$ cat config.mk
export PLATFORM = sky130hd
export DESIGN_NAME = rv32_issue_stage
export DESIGN_NICKNAME = d
export VERILOG_FILES = /design/src/rtl/rv32_issue_stage.sv
export SDC_FILE = /design/constraint.sdc
export NUM_CORES = 1
export LEC_CHECK = 0
export CAP_MARGIN = 25
export CORE_MARGIN = 1
export CORE_UTILIZATION = 35
export DETAILED_ROUTE_END_ITERATION = 7
export GPL_ROUTABILITY_DRIVEN = 1
export GPL_TIMING_DRIVEN = 0
export HOLD_SLACK_MARGIN = 0.03
export PLACE_DENSITY = 0.81
export SLEW_MARGIN = 20
export SYNTH_ARGS = -nofsm -noshare
export SYNTH_HDL_FRONTEND = slang
export SYNTH_SLANG_ARGS = --single-unit
$ cat constraint.sdc
create_clock -name clk -period 2.05 [get_ports clk]
set_input_delay 0.205 -clock clk [delete_from_list [all_inputs] [get_ports clk]]
set_output_delay 0.205 -clock clk [all_outputs]
set_load 0.03 [all_outputs]
$ cat src/rtl/rv32_issue_stage.sv
// Decode-and-issue stage feeding the RV32I ALU through a registered valid/ready slot.
// Optional writeback bypass on source operands is enabled by defining RV32_ISSUE_FWD_EN.
module rv32_issue_stage #(
    parameter int XLEN = 32
) (
    input  logic            clk,
    input  logic            rst_n,
    input  logic            in_valid,
    output logic            in_ready,
    input  logic [31:0]     instr,
    input  logic [XLEN-1:0] pc,
    output logic [4:0]      rs1_addr,
    output logic [4:0]      rs2_addr,
    input  logic [XLEN-1:0] rs1_data,
    input  logic [XLEN-1:0] rs2_data,
    input  logic            wb_valid,
    input  logic [4:0]      wb_rd,
    input  logic [XLEN-1:0] wb_data,
    input  logic            flush,
    output logic            out_valid,
    input  logic            out_ready,
    output logic [XLEN-1:0] operand1,
    output logic [XLEN-1:0] operand2,
    output logic [3:0]      operation,
    output logic [4:0]      out_rd,
    output logic            out_illegal
);

    localparam logic [6:0] OPC_OP    = 7'b0110011;
    localparam logic [6:0] OPC_OPIMM = 7'b0010011;
    localparam logic [6:0] OPC_LUI   = 7'b0110111;
    localparam logic [6:0] OPC_AUIPC = 7'b0010111;

    logic            out_valid_r;
    logic [XLEN-1:0] operand1_r;
    logic [XLEN-1:0] operand2_r;
    logic [3:0]      operation_r;
    logic [4:0]      out_rd_r;
    logic            out_illegal_r;

    logic            load_s;
    logic [2:0]      funct3_s;
    logic            is_shift_s;
    logic [XLEN-1:0] rs1_byp_s;
    logic [XLEN-1:0] rs2_byp_s;
    logic [XLEN-1:0] rs1_val_s;
    logic [XLEN-1:0] rs2_val_s;
    logic [XLEN-1:0] imm_i_s;
    logic [XLEN-1:0] imm_u_s;
    logic [XLEN-1:0] operand1_s;
    logic [XLEN-1:0] operand2_s;
    logic [3:0]      operation_s;
    logic [4:0]      out_rd_s;
    logic            illegal_s;

    assign rs1_addr = instr[19:15];
    assign rs2_addr = instr[24:20];
    assign in_ready = !out_valid_r || out_ready;
    assign load_s   = in_valid && in_ready;

    assign funct3_s   = instr[14:12];
    assign is_shift_s = (funct3_s == 3'b001) || (funct3_s == 3'b101);
    assign imm_i_s    = {{20{instr[31]}}, instr[31:20]};
    assign imm_u_s    = {instr[31:12], 12'd0};

`ifdef RV32_ISSUE_FWD_EN
    assign rs1_byp_s = (wb_valid && (wb_rd == rs1_addr)) ? wb_data : rs1_data;
    assign rs2_byp_s = (wb_valid && (wb_rd == rs2_addr)) ? wb_data : rs2_data;
`else
    logic unused_wb_s;
    assign unused_wb_s = ^{wb_valid, wb_rd, wb_data};
    assign rs1_byp_s   = rs1_data;
    assign rs2_byp_s   = rs2_data;
`endif

    // x0 reads as zero regardless of register-file data or bypass
    assign rs1_val_s = (rs1_addr == 5'd0) ? {XLEN{1'b0}} : rs1_byp_s;
    assign rs2_val_s = (rs2_addr == 5'd0) ? {XLEN{1'b0}} : rs2_byp_s;

    // Decode the instruction into ALU operands, operation code and destination
    always_comb begin
        operand1_s  = {XLEN{1'b0}};
        operand2_s  = {XLEN{1'b0}};
        operation_s = 4'b0000;
        out_rd_s    = 5'd0;
        illegal_s   = 1'b0;
        case (instr[6:0])
            OPC_OP: begin
                operand1_s = rs1_val_s;
                if (is_shift_s) begin
                    operand2_s = {27'd0, rs2_val_s[4:0]};
                end else begin
                    operand2_s = rs2_val_s;
                end
                if ((funct3_s == 3'b000) || (funct3_s == 3'b101)) begin
                    operation_s = {instr[30], funct3_s};
                end else begin
                    operation_s = {1'b0, funct3_s};
                end
                out_rd_s = instr[11:7];
            end
            OPC_OPIMM: begin
                operand1_s = rs1_val_s;
                if (is_shift_s) begin
                    operand2_s = {27'd0, instr[24:20]};
                end else begin
                    operand2_s = imm_i_s;
                end
                if (funct3_s == 3'b101) begin
                    operation_s = {instr[30], funct3_s};
                end else begin
                    operation_s = {1'b0, funct3_s};
                end
                out_rd_s = instr[11:7];
            end
            OPC_LUI: begin
                operand2_s = imm_u_s;
                out_rd_s   = instr[11:7];
            end
            OPC_AUIPC: begin
                operand1_s = pc;
                operand2_s = imm_u_s;
                out_rd_s   = instr[11:7];
            end
            default: begin
                illegal_s = 1'b1;
            end
        endcase
    end

    // Slot occupancy: flush wins over a simultaneous load
    always_ff @(posedge clk or negedge rst_n) begin
        if (!rst_n) begin
            out_valid_r <= 1'b0;
        end else if (flush) begin
            out_valid_r <= 1'b0;
        end else if (load_s) begin
            out_valid_r <= 1'b1;
        end else if (out_ready) begin
            out_valid_r <= 1'b0;
        end else begin
            out_valid_r <= out_valid_r;
        end
    end

    // Slot payload: captured only on an accepted, unflushed load
    always_ff @(posedge clk or negedge rst_n) begin
        if (!rst_n) begin
            operand1_r    <= {XLEN{1'b0}};
            operand2_r    <= {XLEN{1'b0}};
            operation_r   <= 4'b0000;
            out_rd_r      <= 5'd0;
            out_illegal_r <= 1'b0;
        end else if (load_s && !flush) begin
            operand1_r    <= operand1_s;
            operand2_r    <= operand2_s;
            operation_r   <= operation_s;
            out_rd_r      <= out_rd_s;
            out_illegal_r <= illegal_s;
        end else begin
            operand1_r    <= operand1_r;
            operand2_r    <= operand2_r;
            operation_r   <= operation_r;
            out_rd_r      <= out_rd_r;
            out_illegal_r <= out_illegal_r;
        end
    end

    assign out_valid   = out_valid_r;
    assign operand1    = operand1_r;
    assign operand2    = operand2_r;
    assign operation   = operation_r;
    assign out_rd      = out_rd_r;
    assign out_illegal = out_illegal_r;

endmodule
==> out/qor.txt, run 1 <==
Net count, final = 745
total core area = 0.00986 mm²
min Tclk post-route = 1.94 ns
H-Tree Depth = 3
Critical Path End Type = output pin
Post-Syn Area = 0.00361 mm²
pwr/cell area = 589 mW/mm²
Worst-Margin Slew = 0.546 ns
Final HPWL DP = 10.4 mm
maximum clock insertion buffer count = 2
Final Wtd Congestion = 0.934
Area contributors post-synth = dfrtp_1, a221o_1, a21oi_1
Root Buffer = clkbuf_8
largest net degree at the start of global routing = 55
Synth async-reset ratio = 1.00
initial antenna violation count = 0
Yosys reg bits = 75
synthesized instance count = 343
P&R area growth vs syn = 73.7%
Worst Setup Slack, final = 0.106 ns
simple-gate portion of the synthesized area = 0.184
WP data arrival = 1.74 ns
Post-synth top flop = dfrtp_1
worst skew pair latency = 0.37 ns
fin. max-slew vios = 0
die height = 104 µm
Final Hold Viols = 0
CTS clk-pin slew, worst paths = 0.09 ns
CTS Buf Count = 9
largest family of logic cells by synthesized area = compound AO/OA/AOI/OAI gates
dpl ws = -0.197 ns
Compound-Gate Fraction of Synth Area = 0.225
final wirelength = 13.4 mm
final count of negative-setup-slack endpoints = 0
Crit Path Category = flop to output pin
max_cap viols = 0
sequential area share after synthesis = 0.520
area of the multi-input gates = 0.00148 mm²
multiplexer share of the synthesized area = 0
crit start category = flop
post-synth top area cell = dfrtp_1
adder-cell area share of the yosys netlist = 0
die area = 0.0107 mm²
Die Wd = 104 µm
Residual DRC = 0
Tcrit/Tclk final = 0.948
share of layout cells above drive strength 1 = 0.100
routed wire length per instance = 18.8 µm
Power Total = 3690 µW
ANT cells = 0
peak supply drop = 0.264 mV
Slew HR = 0.633
Hold WS = 0.267 ns
Post-DP Area = 0.00598 mm²
CTS-repair resized insts = 0
Syn Nets = 514
GRT overflow = 0
worst clock skew = 0.00722 ns
IO Port Bufs = 218
Required @ worst endpoint = 1.85 ns
xor/xnor share of the synthesized area = 0
row count = 36
status = complete, no violations
DRT Pass-1 Iters = 4
FILL cells = 781
Leakage = 0.00274 µW
Initial Util = 0.366
clk sinks = 75
global-route wire length before repair = 21.5 mm
Yosys top cell area share = 0.520
number of synthesized flops with an enable pin = 0
total track usage = 0.258
Max Clk Rate = 515 MHz
total number of yosys warnings = 0
R2R depth = 6
Via Count = 3,688
HP Class = primary input to asynchronous set/reset pin
Netlist cell types = 36
DR vias/cell = 5.18
number of global-route vias before repair = 3,995
most frequent cell after synthesis = dfrtp_1
CTS tree = yes
Post-synth top cells = dfrtp_1, a21oi_1, a221o_1, and2_1, nand3_1
RSZ-0062 raised after global routing = no
register area = 0.00188 mm²
Ports = 257
Final Cell Area = 0.00626 mm²
Avg Inst Size Synth = 10.5 µm²
initial drt markers = 161
worst-path fanout max = 5
Final ANT Viol Nets = 0
kinds of logic (layout without fill, tap and decap cells):
group | count (synthesis) | after routing
AO/OA/AOI/OAI | 115 | 115
flip-flops | 75 | 75
buffers and inverters | 42 | 278
AND/OR/NAND/NOR | 111 | 111
cell type report:
cell class | count | area share
plain buffers | 38 | 0.0383
clock buffers | 10 | 0.0220
clock inverters | 6 | 0.0218
inverters | 4 | 0.00240
multi-input cells | 226 | 0.235
flip-flops and latches | 75 | 0.300
well taps | 133 | 0.0266
repair buffers | 220 | 0.354
final timing paths:
kind                       slack [ns]                  endpoint                     start
max                              0.11                  in_ready     out_valid$_DFFE_PN0P_
min                              0.27  operand2[15]$_DFFE_PN0P_                     rst_n
max reg2reg                      0.26  operand1[15]$_DFFE_PN0P_     out_valid$_DFFE_PN0P_
min reg2reg                      0.47  operation[1]$_DFFE_PN0P_  operation[1]$_DFFE_PN0P_
max in group asynchronous        1.19   operand2[8]$_DFFE_PN0P_                     rst_n
min in group clk                 0.39  operand2[12]$_DFFE_PN0P_              rs2_data[12]
state kept, by name, summed over array words and instances, names as in the netlist:
signal / count
operation: 4
out_valid: 1
out_illegal: 1
out_rd: 5
operand2: 32
operand1: 32
stage by stage:
stage / setup TNS (ns) / cells / util
5_1_grt: 0 / 712 / 0.635
3_5_place_dp: -4.63 / 695 / 0.606
3_3_place_gp: -150.22 / 694 / 0.604
6_report: 0 / 712 / 0.635
4_1_cts: 0 / 712 / 0.635
2_1_floorplan: 0 / 343 / -
critical path: stages, from the launching register on:
cell	delay [ns]
dfrtp_1	0.34
nor2b_2	0.28
inv_1	0.14
clkdlybuf4s50_1	0.61
per-layer routing:
metal  part of all wire  wire (µm)  track usage
met1               0.39       5200        0.286
met2               0.52       6900        0.463
met3              0.072        959       0.0736
met4              0.022        299        0.107
met5                  0          0            0
cell usage in the layout, fill, tap and decap left out, types with 4 or more instances in the layout:
master           Yosys  final
a21oi_1             60     60
a221o_1             43     43
and2_1              25     25
and3_1              21     21
buf_2               12     12
buf_4               14     15
buf_6                4      4
bufinv_16            0      4
clkbuf_1             8      8
clkbuf_8             0     10
clkdlybuf4s50_1      0    217
dfrtp_1             75     75
inv_1                4      4
nand2_1             17     17
nand3_1             22     22
nor2_1               8      8
o21ai_0              6      6
what timing repair did:
action | CTS | global route
setup endpoints to repair | 0 | 0
hold buffers | 1 | 0
buffers inserted | 0 | 0
hold endpoints to repair | 21 | 0
power breakdown:
group | switching, µW | total (µW) | internal [µW]
Sequential | 13.4 | 1520 | 1500
Clock | 579 | 1550 | 966
Combinational | 280 | 627 | 347
Power figures use the tool's default switching activity.
==> inputs of run 2 (changes only) <==
Settings changed: CORE_ASPECT_RATIO set to 0.5.
==> out/qor.txt, run 2 (synthesis gave the netlist of run 1 again) <==
Root Buffer = clkbuf_16 (was clkbuf_8)
FILL cells = 802 (was 781)
crit start category = flop (unchanged)
Die Wd = 146 µm (was 104 µm)
Final Wtd Congestion = 0.827 (was 0.934)
min Tclk post-route = 1.89 ns (was 1.94 ns)
TNS Setup = 0 ns (unchanged)
Final ANT Viol Nets = 0 (unchanged)
initial antenna violation count = 0 (unchanged)
row count = 25 (was 36)
peak supply drop = 0.375 mV (was 0.264 mV)
initial drt markers = 229 (was 161)
Crit Path Category = flop to output pin (unchanged)
final wirelength = 12.6 mm (was 13.4 mm)
die area = 0.0107 mm² (about the same)
CTS clk-pin slew, worst paths = 0.06 ns (was 0.09 ns)
Residual DRC = 0 (unchanged)
Final Cell Area = 0.00625 mm² (was 0.00626 mm²)
worst-path fanout max = 5 (unchanged)
global-route wire length before repair = 19.6 mm (was 21.5 mm)
RSZ-0062 raised after global routing = no (unchanged)
P&R area growth vs syn = 73.4% (was 73.7%)
Final Hold Viols = 0 (unchanged)
Max Clk Rate = 529 MHz (was 515 MHz)
FF-to-FF Start = out_valid$_DFFE_PN0P_ (unchanged)
die height = 73.8 µm (was 104 µm)
routed wire length per instance = 17.6 µm (was 18.8 µm)
total core area = 0.00973 mm² (was 0.00986 mm²)
commonest non-fill, non-tap cells in the layout = clkdlybuf4s50_1, dfrtp_1, a21oi_1 (unchanged)
Initial Util = 0.371 (was 0.366)
DRT Pass-1 Iters = 5 (was 4)
Critical Path End Type = output pin (unchanged)
GRT overflow = 0 (unchanged)
CTS Buf Count = 9 (unchanged)
Required @ worst endpoint = 1.85 ns (about the same)
final count of negative-setup-slack endpoints = 0 (unchanged)
worst skew pair latency = 0.33 ns (was 0.37 ns)
DR vias/cell = 5.24 (was 5.18)
CTS Hold Bufs = 1 (unchanged)
total track usage = 0.238 (was 0.258)
dpl ws = -0.116 ns (was -0.197 ns)
Via Count = 3,736 (was 3,688)
Ports = 257 (unchanged)
Tcrit/Tclk final = 0.923 (was 0.948)
number of global-route vias before repair = 3,767 (was 3,995)
largest net degree at the start of global routing = 48 (was 55)
IO Port Bufs = 218 (unchanged)
Worst-Margin Slew = 0.529 ns (was 0.546 ns)
critical path's slowest cell = clkdlybuf4s50_1 (unchanged)
commonest non-fill, non-tap cell in the layout = clkdlybuf4s50_1 (unchanged)
status = complete, no violations (unchanged)
clk sinks = 75 (unchanged)
CP Launch Point = out_valid$_DFFE_PN0P_ (unchanged)
CP peak stage delay = 0.71 ns (was 0.61 ns)
ANT cells = 0 (unchanged)
H-Tree Depth = 3 (unchanged)
Final HPWL DP = 9.56 mm (was 10.4 mm)
CTS tree = yes (unchanged)
HP Class = primary input to asynchronous set/reset pin (unchanged)
fin. max-slew vios = 0 (unchanged)
maximum clock insertion buffer count = 2 (unchanged)
pwr/cell area = 571 mW/mm² (was 589 mW/mm²)
WP data arrival = 1.69 ns (was 1.74 ns)
worst clock skew = 0.00358 ns (was 0.00722 ns)
Post-DP Area = 0.00598 mm² (about the same)
total setup buffers inserted after CTS = 0 (unchanged)
Leakage = 0.00274 µW (about the same)
share of layout cells above drive strength 1 = 0.0952 (was 0.100)
max_cap viols = 0 (unchanged)
Worst Setup Slack, final = 0.158 ns (was 0.106 ns)
Slew HR = 0.647 (was 0.633)
CTS-repair resized insts = 0 (unchanged)
worst-path cell chain = nor2b_2, inv_1, clkdlybuf4s50_1 (unchanged)
Net count, final = 745 (unchanged)
==> run 2: changes by cell type in the layout (fill, tap and decap cells not counted), sizes merged <==
cell      previous run  this run
bufinv               4         0
clkinv               1         3
clkbuf              18        20
clkinvlp             1         0
==> run 2: worst paths after layout <==
path | end | cells past startpoint | slack, ns
worst max register to register | operand2[20]$_DFFE_PN0P_ | 6 | 0.22
max in group asynchronous | operand1[17]$_DFFE_PN0P_ | 3 | 1.15
min in group clk | out_valid$_DFFE_PN0P_ | 2 | 0.42
worst min-delay path | out_rd[1]$_DFFE_PN0P_ | 2 | 0.34
worst min register to register | operation[2]$_DFFE_PN0P_ | 2 | 0.47
worst max-delay path | in_ready | 3 | 0.16
==> run 2: worst max-delay path: cells and delay by family (launching register included) <==
family        cells  cell delay (ns)
simple gates      1             0.19
buf+inv           2             0.80
flops             1             0.37
==> run 2: stage by stage <==
step                utilization  total power (µW)  hold slack [ns]  cells
floorplan                     -              1740          -0.0906    343
global placement          0.612              2150            0.452    696
detailed placement        0.615              2160            0.163    697
CTS                       0.643              3590            0.358    713
global route              0.643              3700            0.365    713
finish                    0.643              3570            0.342    713
==> run 2: layer usage <==
layer | global-route usage | vias up | share of wire
li1 | - | 1736 | -
met5 | 0 | - | 0
met3 | 0.0503 | 25 | 0.047
met4 | 0.0877 | 0 | 0.022
met2 | 0.421 | 121 | 0.51
met1 | 0.292 | 1854 | 0.42
==> run 2: layout make-up <==
class                           instances  area, µm²  area share
Timing Repair Buffer                  220       2220       0.354
Sequential cell                        75       1880       0.300
Multi-Input combinational cell        226       1480       0.236
Clock buffer                           12        246      0.0394
Buffer                                 38        240      0.0384
Tap cell                              135        169      0.0270
Clock inverter                          3       15.0     0.00240
Inverter                                4       15.0     0.00240
==> run 2: power breakdown <==
part	switching, µW	internal, µW	total [µW]
Sequential	13.2	1510	1520
Clock	590	840	1430
Combinational	274	346	620
Total	877	2690	3570
